===== src/rtl/mac_ctrl.sv =====
// mac_ctrl: sequencer for one matrix pass through the MAC datapath.
//
// A start request loads the X rows (load_req/load_ack handshake). The
// datapath then runs for exactly 32 enabled cycles. It is split into four
// groups of 8 cycles. After each group the four accumulators MU1..MU4 are
// captured and drained into result memory as four consecutive writes.
// Once the last group has drained, done pulses and the block returns to idle.
//
// Ports
//   clk                 in   1   sole clock, rising edge
//   rst                 in   1   synchronous active-high reset
//   start               in   1   process one matrix (seen only in IDLE)
//   busy                out  1   high in every state except IDLE
//   done                out  1   one-cycle pulse at end of matrix
//   load_req            out  1   request input buffer load
//   load_ack            in   1   input buffer ready (seen only in LOAD)
//   ALU_en              out  1   MAC datapath enable
//   four_results_ready  in   1   datapath group-end flag
//   all_results_ready   in   1   datapath matrix-end flag
//   MU1..MU4            in   18  datapath accumulators
//   res_we              out  1   result-memory write strobe
//   res_addr            out  4   result word address (0 when idle)
//   res_wdata           out  18  result word (0 when idle)
//   seq_err             out  1   sticky datapath-sequence error
//
// Configuration macro: MAC_CTRL_CLIP_EN
//   When defined, each result word is saturated to 65535.
//   When undefined, the full 18-bit accumulator value is written.

module mac_ctrl (
    input  logic        clk,
    input  logic        rst,
    input  logic        start,
    output logic        busy,
    output logic        done,
    output logic        load_req,
    input  logic        load_ack,
    output logic        ALU_en,
    input  logic        four_results_ready,
    input  logic        all_results_ready,
    input  logic [17:0] MU1,
    input  logic [17:0] MU2,
    input  logic [17:0] MU3,
    input  logic [17:0] MU4,
    output logic        res_we,
    output logic [3:0]  res_addr,
    output logic [17:0] res_wdata,
    output logic        seq_err
);

    typedef enum logic [2:0] {IDLE, LOAD, COMPUTE, FLUSH, DONE} state_t;

    state_t           state_q, state_d;
    logic [4:0]       k_q, k_d;
    logic             capPend_q, capPend_d;
    logic [3:0][17:0] hold_q, hold_d;
    logic [1:0]       g_q, g_d;
    logic [1:0]       grpNext_q, grpNext_d;
    logic             draining_q, draining_d;
    logic [1:0]       row_q, row_d;
    logic             seqErr_q, seqErr_d;
    logic [17:0]      rowWord;
    logic [17:0]      outWord;

    // State register and all datapath-control registers.
    always_ff @(posedge clk) begin
        if (rst) begin
            state_q    <= IDLE;
            k_q        <= '0;
            capPend_q  <= 1'b0;
            hold_q     <= '0;
            g_q        <= '0;
            grpNext_q  <= '0;
            draining_q <= 1'b0;
            row_q      <= '0;
            seqErr_q   <= 1'b0;
        end else begin
            state_q    <= state_d;
            k_q        <= k_d;
            capPend_q  <= capPend_d;
            hold_q     <= hold_d;
            g_q        <= g_d;
            grpNext_q  <= grpNext_d;
            draining_q <= draining_d;
            row_q      <= row_d;
            seqErr_q   <= seqErr_d;
        end
    end

    // Next-state logic.
    // Capture and drain timing follows the fixed k schedule, not the
    // incoming flags. A misbehaving datapath can therefore only raise
    // seq_err. It never changes the number of writes or the latency.
    always_comb begin
        state_d    = state_q;
        k_d        = k_q;
        capPend_d  = 1'b0;
        hold_d     = hold_q;
        g_d        = g_q;
        grpNext_d  = grpNext_q;
        draining_d = draining_q;
        row_d      = row_q;
        seqErr_d   = seqErr_q;

        // A drain writes rows 0..3 on four consecutive cycles.
        if (draining_q) begin
            row_d = row_q + 2'd1;
            if (row_q == 2'd3) begin
                draining_d = 1'b0;
            end
        end

        // The cycle after a group end, latch the accumulators.
        // Start draining that group on the following cycle.
        if (capPend_q) begin
            hold_d     = {MU4, MU3, MU2, MU1};
            g_d        = grpNext_q;
            grpNext_d  = grpNext_q + 2'd1;
            draining_d = 1'b1;
            row_d      = 2'd0;
        end

        case (state_q)
            IDLE: begin
                if (start) begin
                    state_d   = LOAD;
                    grpNext_d = 2'd0;
                end
            end
            LOAD: begin
                if (load_ack) begin
                    state_d = COMPUTE;
                    k_d     = 5'd0;
                end
            end
            COMPUTE: begin
                // Flag the datapath if its group-end or matrix-end signal
                // arrives on the wrong cycle or does not arrive at all.
                if ((four_results_ready != (k_q[2:0] == 3'd7)) ||
                    (all_results_ready  != (k_q == 5'd31))) begin
                    seqErr_d = 1'b1;
                end
                capPend_d = (k_q[2:0] == 3'd7);
                k_d       = k_q + 5'd1;
                if (k_q == 5'd31) begin
                    state_d = FLUSH;
                end
            end
            FLUSH: begin
                if (draining_q && (row_q == 2'd3) && !capPend_q) begin
                    state_d = DONE;
                end
            end
            DONE: begin
                state_d = IDLE;
            end
            default: begin
                state_d = IDLE;
            end
        endcase
    end

    // Output decode. The result bus is forced to zero whenever no write
    // is in progress.
    always_comb begin
        rowWord = hold_q[row_q];
`ifdef MAC_CTRL_CLIP_EN
        outWord = (rowWord > 18'd65535) ? 18'd65535 : rowWord;
`else
        outWord = rowWord;
`endif
        busy      = (state_q != IDLE);
        done      = (state_q == DONE);
        load_req  = (state_q == LOAD);
        ALU_en    = (state_q == COMPUTE);
        seq_err   = seqErr_q;
        res_we    = draining_q;
        res_addr  = draining_q ? {g_q, row_q} : 4'd0;
        res_wdata = draining_q ? outWord : 18'd0;
    end

endmodule


===== config.mk =====
export PLATFORM = sky130hd
export DESIGN_NAME = mac_ctrl
export DESIGN_NICKNAME = d
export VERILOG_FILES = /design/src/rtl/mac_ctrl.sv
export SDC_FILE = /design/constraint.sdc
export NUM_CORES = 1
export LEC_CHECK = 0
export BUFFER_PORTS_ARGS = -buffer_cell sky130_fd_sc_hd__buf_2
export CORE_UTILIZATION = 56
export DETAILED_ROUTE_END_ITERATION = 10
export PLACE_DENSITY_LB_ADDON = 0.25
export SETUP_SLACK_MARGIN = 0.4
export SLEW_MARGIN = 20
export SYNTH_ARGS = -nofsm -noshare
export SYNTH_HDL_FRONTEND = slang
export SYNTH_SLANG_ARGS = --single-unit
export TNS_END_PERCENT = 10

===== constraint.sdc =====
create_clock -name clk -period 2.56 [get_ports clk]
set_clock_uncertainty 0.15 [all_clocks]
set_input_delay 0.512 -clock clk [delete_from_list [all_inputs] [get_ports clk]]
set_output_delay 0.512 -clock clk [all_outputs]
set_load 0.05 [all_outputs]

==> impl_metrics.yaml, run 1 <==
clock_network:
  numCtsBuffers: 9
  cts_buffer_depth: 2
  holdBufCountCts: 0
  clock-sinks: 89
  cts_root_buf: "clkbuf_8"
  h-tree-depth: 3
  cts_tree: "done"
  clock_latency_ns: 0.34
  clk_pin_slew_ns: 0.09
outcome:
  status: "finished, final reports clean"
yosys:
  yosys_warnings: 0
  synthDistinctLibCells: 34
  ys_seq_area_share_pct: 45.8
  yosys.area.top_type_share_pct: 45.8
  synth_fp_nets: 446
  postSynthAreaPerCell_sq_um: 10.7
  synth-edff-count: 0
  synthesis.area_sq_mm: 0.00389
  yosysTopAreaCell: "dfxtp_1"
  synth_ff_type: "dfxtp_1"
  synth-seq-cells: 89
  synth_most_common_cell: "dfxtp_1"
  synthTopCellsByArea: "dfxtp_1, mux2i_1, mux4_2"
  synthCells: 364
  synth_common_cells: "dfxtp_1, nor2_1, mux2i_1, and2_1, mux4_2"
  async_reset_ff_share_pct: 0
power:
  power.leakage_nw: 1.90
  p_per_area_mw_per_mm2: 520
  ir_worst_vdd_mv: 0.296
timing:
  period_share_pct: 93.3
  fin_crit_ns: 2.39
  finalSetupTns_ns: 0
  setup_viol: 0
  worst_slew_pin_slew_ns: 0.583
  max_freq_mhz: 419
  rsz0062_at_grt: "true"
  hold_viol: 0
  maxSlewViolCount: 0
  relSlewSlack_pct: 61.1
routing:
  drc: 0
  routed_via_density: 5.34
  routed_wl_mm: 8.39
  wl_per_cell_um: 15.4
  first_pass_iters: 4
  vias: 2916
  drtIter0Drc: 123
  antenna_left: 0
layout:
  final_layout_size_suffix_gt1_share_pct: 35.2
  seq_area_sq_mm: 0.00179
  final_nets: 543
  multi_input_area_sq_mm: 0.00198
  stdcell_count: 546
  fill_cells: 506
  num_antenna_cells: 0
  final_core_util_pct: 72.3
  area_delta_synth_final_pct: 25.6
floorplanning:
  dieArea_sq_mm: 0.00728
  die_w_um: 85.3
  rows: 30
  start_util_pct: 57.6
  boundaryPins: 106
  die_h_um: 85.3
  fp.coreArea_sq_mm: 0.00676
grt:
  grt_usage_pct: 24.3
  grt_start_max_net_pins: 89
  grt_pass1_vias: 2873
  antenna_found_initial: 0
  grt_pass1_wl_mm: 13.8
  grt_overflow: 0
place:
  dp.cells: 528
  place_congestion: 0.769
  io_buffers: 105
  place_hpwl_mm: 5.44
worst_setup_path:
  slowest_stage: "mux4_2"
  worstSetupStartpointType: "flip-flop"
  path_cells: "buf_12, mux4_2, and2_4, buf_6"
  crit_type: "flip-flop to output port"
  critical_path.top_delay_family: "multiplexers"
  cp_slowest_stage_delay_ns: 0.51
  arrival_ns: 1.73
  path_buf_inv: 2
  end_kind: "output port"
  crit_required_ns: 1.90
  cp_max_fo: 8
job:
  maxCapViolCount: 0
hold_path:
  holdCritPathClass: "primary input to flip-flop"
==> where the power goes <==
group	switching [mW]	internal, mW	total (mW)	leakage [nW]
logic	0.0755	0.0630	0.139	1.07
registers	0.00969	1.39	1.40	0.719
clock network	0.496	0.510	1.01	0.106
==> per-layer routing <==
layer	track usage, %	routed length [um]
met2	40.2	4110
met5	0	0
met3	4.86	445
met1	31.9	3750
met4	8.64	87
==> layout by cell type (no fill, tap or decap), types with 3 or more instances in the layout <==
master / n
a21oi_1: 7
and2_1: 16
and2_4: 6
buf_12: 3
buf_2: 87
buf_4: 5
buf_6: 19
clkbuf_8: 11
clkinv_4: 3
dfxtp_1: 86
ha_1: 4
inv_1: 3
mux2i_1: 74
mux4_2: 18
nand2_1: 6
nand3_1: 4
nor2_1: 78
nor3_1: 3
xor2_1: 3
==> repair_timing <==
| action | in CTS | in global routing |
|---|---|---|
| endpoints found under the hold margin | 0 | 0 |
| setup endpoints to repair | 23 | 23 |
| resized for setup | 43 | 4 |
| setup buffers | 0 | 1 |
| gates cloned | 1 | 0 |
==> layout make-up <==
class                           count  area share [%]
Tap cell                           80            2.05
Timing Repair Buffer              115            15.9
Sequential cell                    89            36.7
Clock buffer                       11            3.10
Clock inverter                      5            1.31
Multi-Input combinational cell    242            40.5
Inverter                            4           0.564
==> worst paths after layout <==
kind                   to  slack [ns]  cells past startpoint      from
max          res_wdata[4]        0.17                      4  row_q[0]
min            hold_q[61]        0.25                      3    MU4[7]
max reg2reg    state_q[0]        0.84                      5    k_q[0]
min reg2reg       seq_err        0.30                      2   seq_err
==> flip-flops by register name, summed over array words and instances, names as in the netlist <==
| name | count |
|---|---|
| capPend_q | 1 |
| k_q | 5 |
| g_q | 2 |
| seq_err | 1 |
| state_q | 3 |
| res_we | 1 |
| hold_q | 72 |
| grpNext_q | 2 |
| row_q | 2 |
==> logic make-up after synthesis <==
kind of cell / Yosys count / share of synthesized area (%)
xor gates and xnor gates: 5 / 1.13
AOI/OAI and AO/OA: 15 / 3.06
and+or+nand+nor: 126 / 15.2
DFF: 89 / 45.8
muxes: 92 / 29.5
adders and majority gates: 4 / 1.29
buffers and inverters: 33 / 4.02
==> per-stage QoR <==
step	setup slack, ns	hold WS [ns]	instance area, sq um	power (mW)
floorplan	0.302	0.296	3900	1.50
global placement	0.477	0.282	4500	1.57
detailed placement	0.456	0.289	4500	1.57
CTS	0.152	0.234	4870	2.56
global route	0.117	0.237	4880	2.64
finish	0.172	0.247	4880	2.54
==> tightest hold or removal path: stages <==
cell     delay [ns]
buf_2          0.08
mux2i_1        0.05
nor2_1         0.07
Power figures use the tool's default switching activity.
==> run 2, diff against run 1 <==
Settings changed: CORE_ASPECT_RATIO set to 1.5.
==> run 2 against run 1 <==
Final cell count unchanged. Power down 3.3%. Core utilization up 2.4 points. Critical path depth unchanged. Final area up 1.2%. Register-to-register slack better by 0.03 ns. Largest cell class unchanged. Combinational power up 9%. Non-clock buffer count up 5. Worst hold slack worse by 0.0093 ns. Sequential power about the same.
==> impl_metrics.yaml, run 2 (same netlist as run 1, synthesis figures left out) <==
worst_setup_path:
  crit_required_ns: 1.90
  arrival_ns: 1.73
  rr_startpoint: "k_q[0]"
  cp-startpoint: "row_q[0]"
  worstSetupStartpointType: "flip-flop"
  crit_type: "flip-flop to output port"
  end_kind: "output port"
  cp_max_fo: 8
grt:
  grt_overflow: 0
  antenna_found_initial: 0
  grt_usage_pct: 24.3
  grt_pass1_wl_mm: 14.0
  grt_start_max_net_pins: 42
  grt_pass1_vias: 3068
timing:
  fin_crit_ns: 2.39
  maxSlewViolCount: 0
  worst_hold_slack_ns: 0.237
  period_share_pct: 93.5
  finalSetupTns_ns: 0
  worst_slew_pin_slew_ns: 0.742
  rsz0062_at_grt: "true"
  setup_ws_ns: 0.166
  relSlewSlack_pct: 50.6
  max_freq_mhz: 418
  setup_viol: 0
  hold_viol: 0
layout:
  top_register: "hold_q"
  area_delta_synth_final_pct: 27.1
  final_common_cell: "buf_2"
  fill_cells: 486
  num_antenna_cells: 0
  stdcell_count: 546
  largest_register_ff_count: 72
  final_cell_mix: "buf_2, dfxtp_1, nor2_1, mux2i_1, mux4_2"
  largestRegisters: "hold_q: 72 flops, k_q: 5 flops, state_q: 3 flops"
  final_nets: 548
  final_layout_size_suffix_gt1_share_pct: 36.8
power:
  p_per_area_mw_per_mm2: 497
  p_total_mw: 2.46
  power.leakage_nw: 1.93
  ir_worst_vdd_mv: 0.419
routing:
  routed_wl_mm: 8.40
  first_pass_iters: 5
  routed_via_density: 5.44
  antenna_left: 0
  vias: 2968
  drc: 0
  drtIter0Drc: 92
  wl_per_cell_um: 15.4
job:
  maxCapViolCount: 0
floorplanning:
  fp.coreArea_sq_mm: 0.00662
  boundaryPins: 106
  die_h_um: 104
  rows: 36
  start_util_pct: 58.7
  dieArea_sq_mm: 0.00729
  die_w_um: 70.0
hold_path:
  holdCritPathClass: "primary input to flip-flop"
  hp-start: "MU3[0]"
clock_network:
  holdBufCountCts: 0
  clock_latency_ns: 0.35
  cts_buffer_depth: 2
  h-tree-depth: 3
  numCtsBuffers: 9
  cts_tree: "done"
  clock-sinks: 89
  clk_pin_slew_ns: 0.08
  cts_root_buf: "clkbuf_8"
place:
  place_hpwl_mm: 5.89
  io_buffers: 105
  dp.cells: 526
  dp_slack_ns: 0.366
  place_congestion: 0.820
outcome:
  status: "finished, final reports clean"
## run 2: changes by cell type in the layout (fill, tap and decap cells not counted), moves of 3 or more
cell,delta
and2_1,-3
and2_4,+3
buf_4,+4
clkinv_4,-3
## run 2: metal layers
layer	part of all wire (%)	GRT usage, %
met1	41	28.0
met3	4.6	5.81
met4	2.0	10.6
met2	52	42.2
met5	0	0
## run 2: critical path, cell delays in order, from the launching register on
cell     delay (ns)
dfxtp_4        0.41
buf_12         0.15
mux4_2         0.50
and2_4         0.18
buf_6          0.15
## run 2: final timing paths
check                                endpoint  slack (ns)  depth (start not counted)
worst max register to register        seq_err        0.87                          6
worst max-delay path            res_wdata[17]        0.17                          4
worst min-delay path               hold_q[36]        0.24                          3
worst min register to register        seq_err        0.30                          2
## run 2: power by group
group	switching, mW	internal, mW	total [mW]
Clock	0.453	0.457	0.910
Combinational	0.0810	0.0705	0.151
Sequential	0.00808	1.39	1.39
## run 2: repair_timing
action | 4_1_cts | 5_1_grt
setup buffers | 1 | 3
endpoints found under the setup margin | 19 | 24
pin swaps | 0 | 2
gates cloned | 1 | 0
resized for setup | 45 | 20
## run 2: metrics by stage
step,instance area [sq um],util [%]
final,4940,74.7
after CTS,4870,73.5
after global routing,4940,74.7
after floorplan,3900,-
after global placement,4510,68.1
after detailed placement,4510,68.1
## run 2: cell type report
class / count / area (sq um) / area share (%)
Multi-Input combinational cell: 242 / 1990 / 40.2
Inverter: 4 / 27.5 / 0.557
Sequential cell: 89 / 1800 / 36.4
Clock inverter: 2 / 10.0 / 0.202
Clock buffer: 13 / 180 / 3.64
Tap cell: 76 / 95.1 / 1.92
Timing Repair Buffer: 120 / 847 / 17.1
